**config.mk**
```make
export PLATFORM = sky130hd
export DESIGN_NAME = hazard_stall_ctrl
export DESIGN_NICKNAME = d
export VERILOG_FILES = /design/src/rtl/hazard_stall_ctrl.sv
export SDC_FILE = /design/constraint.sdc
export NUM_CORES = 1
export LEC_CHECK = 0
export CAP_MARGIN = 15
export CORE_MARGIN = 10
export CORE_UTILIZATION = 46
export DETAILED_ROUTE_END_ITERATION = 10
export DONT_BUFFER_PORTS = 1
export GPL_TIMING_DRIVEN = 0
export PLACE_DENSITY_LB_ADDON = 0.15
export SYNTH_ARGS = -nofsm -noshare
export SYNTH_HDL_FRONTEND = slang
export SYNTH_SLANG_ARGS = --single-unit
```
**constraint.sdc**
```tcl
create_clock -name clk -period 3.5 [get_ports clk]
set_input_delay 1.05 -clock clk [delete_from_list [all_inputs] [get_ports clk]]
set_output_delay 1.05 -clock clk [all_outputs]
set_load 0.1 [all_outputs]
```
**src/rtl/hazard_stall_ctrl.sv**
```systemverilog
// Load-use and load-branch hazard detection for the 5-stage MIPS pipeline.
// Drives PC/IF-ID enables, ID/EX bubble and IF/ID squash; keeps saturating event counters.
module hazard_stall_ctrl #(
    parameter int unsigned CNT_W = 16
) (
    input  logic             clk,
    input  logic             rst,
    input  logic             MemRead_ex,
    input  logic             RegWrite_ex,
    input  logic [4:0]       RegWriteAddr_ex,
    input  logic             MemRead_mem,
    input  logic [4:0]       RegWriteAddr_mem,
    input  logic [4:0]       RsAddr_id,
    input  logic [4:0]       RtAddr_id,
    input  logic             UsesRt_id,
    input  logic             Branch_id,
    input  logic             BranchTaken_id,
    input  logic             Jump_id,
    input  logic             Hold,
    output logic             PCWrite,
    output logic             IFIDWrite,
    output logic             IDEXFlush,
    output logic             IFIDFlush,
    output logic [CNT_W-1:0] StallCnt,
    output logic [CNT_W-1:0] FlushCnt
);

    typedef enum logic [0:0] {
        StRun,
        StBstall
    } state_e;

    localparam logic [CNT_W-1:0] CntOne = CNT_W'(1);
    localparam logic [CNT_W-1:0] CntMax = {CNT_W{1'b1}};

    state_e           state_q, state_d;
    logic [CNT_W-1:0] stall_cnt_q, stall_cnt_d;
    logic [CNT_W-1:0] flush_cnt_q, flush_cnt_d;

    logic rs_hit_ex, rt_hit_ex, rs_hit_mem, rt_hit_mem;
    logic hit_ex, hit_mem;
    logic stall;

    // RegWrite_ex is implied by MemRead_ex for a load; only the load flag matters here.
    logic unused_regwrite;
    assign unused_regwrite = RegWrite_ex;

    // Register 0 is hard-wired to zero and never creates a dependency.
    always_comb begin
        rs_hit_ex  = (RegWriteAddr_ex != 5'd0) && (RegWriteAddr_ex == RsAddr_id);
        rt_hit_ex  = (RegWriteAddr_ex != 5'd0) && UsesRt_id && (RegWriteAddr_ex == RtAddr_id);
        rs_hit_mem = (RegWriteAddr_mem != 5'd0) && (RegWriteAddr_mem == RsAddr_id);
        rt_hit_mem = (RegWriteAddr_mem != 5'd0) && UsesRt_id && (RegWriteAddr_mem == RtAddr_id);
        hit_ex     = MemRead_ex && (rs_hit_ex || rt_hit_ex);
        hit_mem    = MemRead_mem && (rs_hit_mem || rt_hit_mem);
    end

    always_comb begin
        state_d   = state_q;
        stall     = 1'b0;
        PCWrite   = 1'b1;
        IFIDWrite = 1'b1;
        IDEXFlush = 1'b0;
        IFIDFlush = 1'b0;

        if (rst) begin
            state_d = StRun;
        end else if (Hold) begin
            // Freeze everything, including a pending second branch stall.
            PCWrite   = 1'b0;
            IFIDWrite = 1'b0;
        end else begin
            unique case (state_q)
                StRun: begin
                    if (hit_ex) begin
                        stall = 1'b1;
                        if (Branch_id) begin
                            state_d = StBstall;
                        end
                    end else if (Branch_id && hit_mem) begin
                        stall = 1'b1;
                    end
                end
                StBstall: begin
                    stall   = 1'b1;
                    state_d = StRun;
                end
                default: state_d = StRun;
            endcase

            if (stall) begin
                PCWrite   = 1'b0;
                IFIDWrite = 1'b0;
                IDEXFlush = 1'b1;
            end else begin
                IFIDFlush = (Branch_id && BranchTaken_id) || Jump_id;
            end
        end
    end

    always_comb begin
        stall_cnt_d = stall_cnt_q;
        flush_cnt_d = flush_cnt_q;
        if (IDEXFlush && (stall_cnt_q != CntMax)) begin
            stall_cnt_d = stall_cnt_q + CntOne;
        end
        if (IFIDFlush && (flush_cnt_q != CntMax)) begin
            flush_cnt_d = flush_cnt_q + CntOne;
        end
    end

    always_ff @(posedge clk) begin
        if (rst) begin
            state_q     <= StRun;
            stall_cnt_q <= '0;
            flush_cnt_q <= '0;
        end else begin
            state_q     <= state_d;
            stall_cnt_q <= stall_cnt_d;
            flush_cnt_q <= flush_cnt_d;
        end
    end

    assign StallCnt = stall_cnt_q;
    assign FlushCnt = flush_cnt_q;

endmodule

```
==> results.yml <==
logic_synthesis:
  seq_area_frac_synth_pct: 34.4
  syn-cell-area_sq_mm: 0.00192
  ys_dominant_reg_cell: "dfxtp_1"
  synth_simple_gate_area_share_pct: 32.9
  synth_nets: 259
  synth_cell_types: 40
  ys_warn_count: 0
  synth_top_family_by_area: "simple AND/OR/NAND/NOR gates"
  ys_seq_elements: 33
  synth_edf_count: 0
  synth_xor_area_share_pct: 16.4
  synth-compound-area-share_pct: 6.44
  synthCells: 227
  syn_avg_cell_area_sq_um: 8.47
  synth_fa_ha_area_share_pct: 1.30
  synth_mux_area_share_pct: 6.12
  synthArstFlopShare_pct: 0
flow_run:
  maxCapViolations: 0
pwr:
  p_sw_share_pct: 25.7
  ir_drop_mv: 0.240
  seq_power_share_pct: 50.4
  leakagePower_uw: 0.000791
  powerDensity_mw_per_mm2: 351
  p_int_uw: 574
  clock_power_share_pct: 37.9
  power_frac_comb_pct: 11.7
  switching_power_uw: 199
sta:
  slew_headroom_pct: 24.7
  min_period_ns: 4.17
  post-route-period-util_pct: 119
  finClkSkew_ns: 0.00467
  fmax_ghz: 0.240
  worst_pin_slew_ns: 1.13
  holdWs_ns: 0.476
  rsz0062_at_grt: "true"
  hold_viol_final: 0
  drv_slew: 0
  setup_ws_ns: -0.666
  setup_viol: 4
die:
  start_util_pct: 47.7
  io_pins: 66
  dieWidth_um: 84.7
  rows: 23
  die-area_sq_mm: 0.00717
  die_h_um: 84.7
  core_sq_mm: 0.00403
global_route:
  grt_pass1_wl_um: 8090
  grt_max_degree: 11
  grt_pass1_vias: 1569
  grt_use_total_pct: 13.5
  grt_overflow: 0
  antenna_found_initial: 0
cts:
  cts_tree: "built"
  ctsHoldBuffers: 0
  clock_latency_ns: 0.29
  path_clk_slew_ns: 0.07
  cts_buffers: 5
  ctsHtreeMaxLevel: 2
  cts.sinks: 33
  ctsLongestPathBuffers: 2
  cts_root_buf: "clkbuf_8"
setup_path:
  path_class: "in -> out"
  end_kind: "output pin"
  critPathArrivalTime_ns: 3.12
  critPathMaxFanout: 3
  start_kind: "input pin"
  cp.required_ns: 2.45
route:
  first_iter_violations: 55
  vias: 1641
  ant_nets: 0
  drt_first_pass_iters: 4
  viasPerCell: 5.70
  drcViolationCount: 0
  wirelength_um: 4900
  wire_per_inst_um: 17.0
status:
  status: "complete, but fails checks"
  violations: "negative setup slack"
placement:
  port_buffers: 0
  dp_hpwl_um: 3830
  dp_slack_ns: -0.863
  place_congestion: 0.812
  post-place-cells: 277
layout:
  n_antenna_cell: 0
  final_common_cell: "dfxtp_1"
  seq_area_sq_um: 661
  drive_gt1_share_pct: 13.0
  fin_nets: 270
  multi_input_area_sq_mm: 0.00129
  fill_cells: 382
  area_growth_pct: 14.6
  instances_no_fill: 288
  layout_common_cells: "dfxtp_1, nor2_1, xnor2_1, nand2_1"
  fin_util_pct: 54.7
hold_path:
  min_path_type: "reg -> reg"
==> kinds of logic (layout without fill, tap and decap cells) <==
group / count (synthesis) / in the layout
mux: 11 / 11
flops: 33 / 33
compound gates: 19 / 19
simple gates: 116 / 116
xor+xnor: 36 / 36
fa+ha+maj: 2 / 2
buf+inv: 10 / 21
==> per-stage QoR <==
stage | TNS, ns | total power (uW) | cell area (sq um)
floorplan | -2.04 | 471 | 2010
global placement | -2.84 | 483 | 2070
detailed placement | -2.82 | 483 | 2070
CTS | -1.96 | 780 | 2200
global route | -2.15 | 802 | 2200
finish | -1.87 | 773 | 2200
==> Yosys cell counts, types with 6 or more instances <==
library cell	count	area (sq um)
dfxtp_1	33	661
xnor2_1	30	263
nor2_1	26	97.6
nand2_1	19	71.3
nand3_1	14	70.1
nand4_1	14	87.6
mux2i_1	8	80.1
nand2b_1	8	50.1
nor3_1	7	35.0
and4_1	6	52.6
clkbuf_1	6	22.5
xor2_1	6	52.6
==> power groups by stage <==
stage / clock network, uW / registers [uW] / logic (uW)
after CTS: 300 / 389 / 90.3
after floorplan: 0 / 397 / 74.3
after detailed placement: 0 / 398 / 85.0
after global placement: 0 / 398 / 85.3
final: 293 / 389 / 90.4
after global routing: 315 / 389 / 97.4
==> critical path, stage by stage <==
cell,delay [ns]
or4_4,0.52
o21a_1,0.20
a221o_2,0.38
buf_8,0.13
o21bai_4,0.57
buf_12,0.26
==> metal layers <==
layer / track usage [%] / wire length (um)
met1: 15.7 / 2090
met2: 20.5 / 2170
met3: 7.44 / 577
met4: 4.79 / 59
met5: 0 / 0
==> registers in the layout, summed over array words and instances, names as in the netlist <==
signal	count
StallCnt	16
state_q	1
FlushCnt	16
==> area by class of cell <==
cell class              count  area share (%)
plain buffers               8            2.95
clock buffers               7            3.92
inverters                   2           0.341
multi-input cells         184            58.6
flip-flops and latches     33            30.0
well taps                  50            2.84
repair buffers              4            1.36
==> worst paths after layout <==
| path | slack [ns] | end | depth (start not counted) | from |
|---|---|---|---|---|
| setup / recovery | -0.67 | PCWrite | 6 | RegWriteAddr_ex[4] |
| hold / removal | 0.48 | state_q | 2 | state_q |
| setup reg to reg | 0.48 | FlushCnt[5] | 6 | FlushCnt[6] |
| hold reg to reg | 0.48 | state_q | 2 | state_q |
==> repair_timing <==
| action | in CTS | in global routing |
|---|---|---|
| resized for setup | 3 | 1 |
| setup buffers | 4 | 0 |
| pin swaps | 4 | 4 |
| setup endpoints to repair | 4 | 4 |
Power figures use the tool's default switching activity.
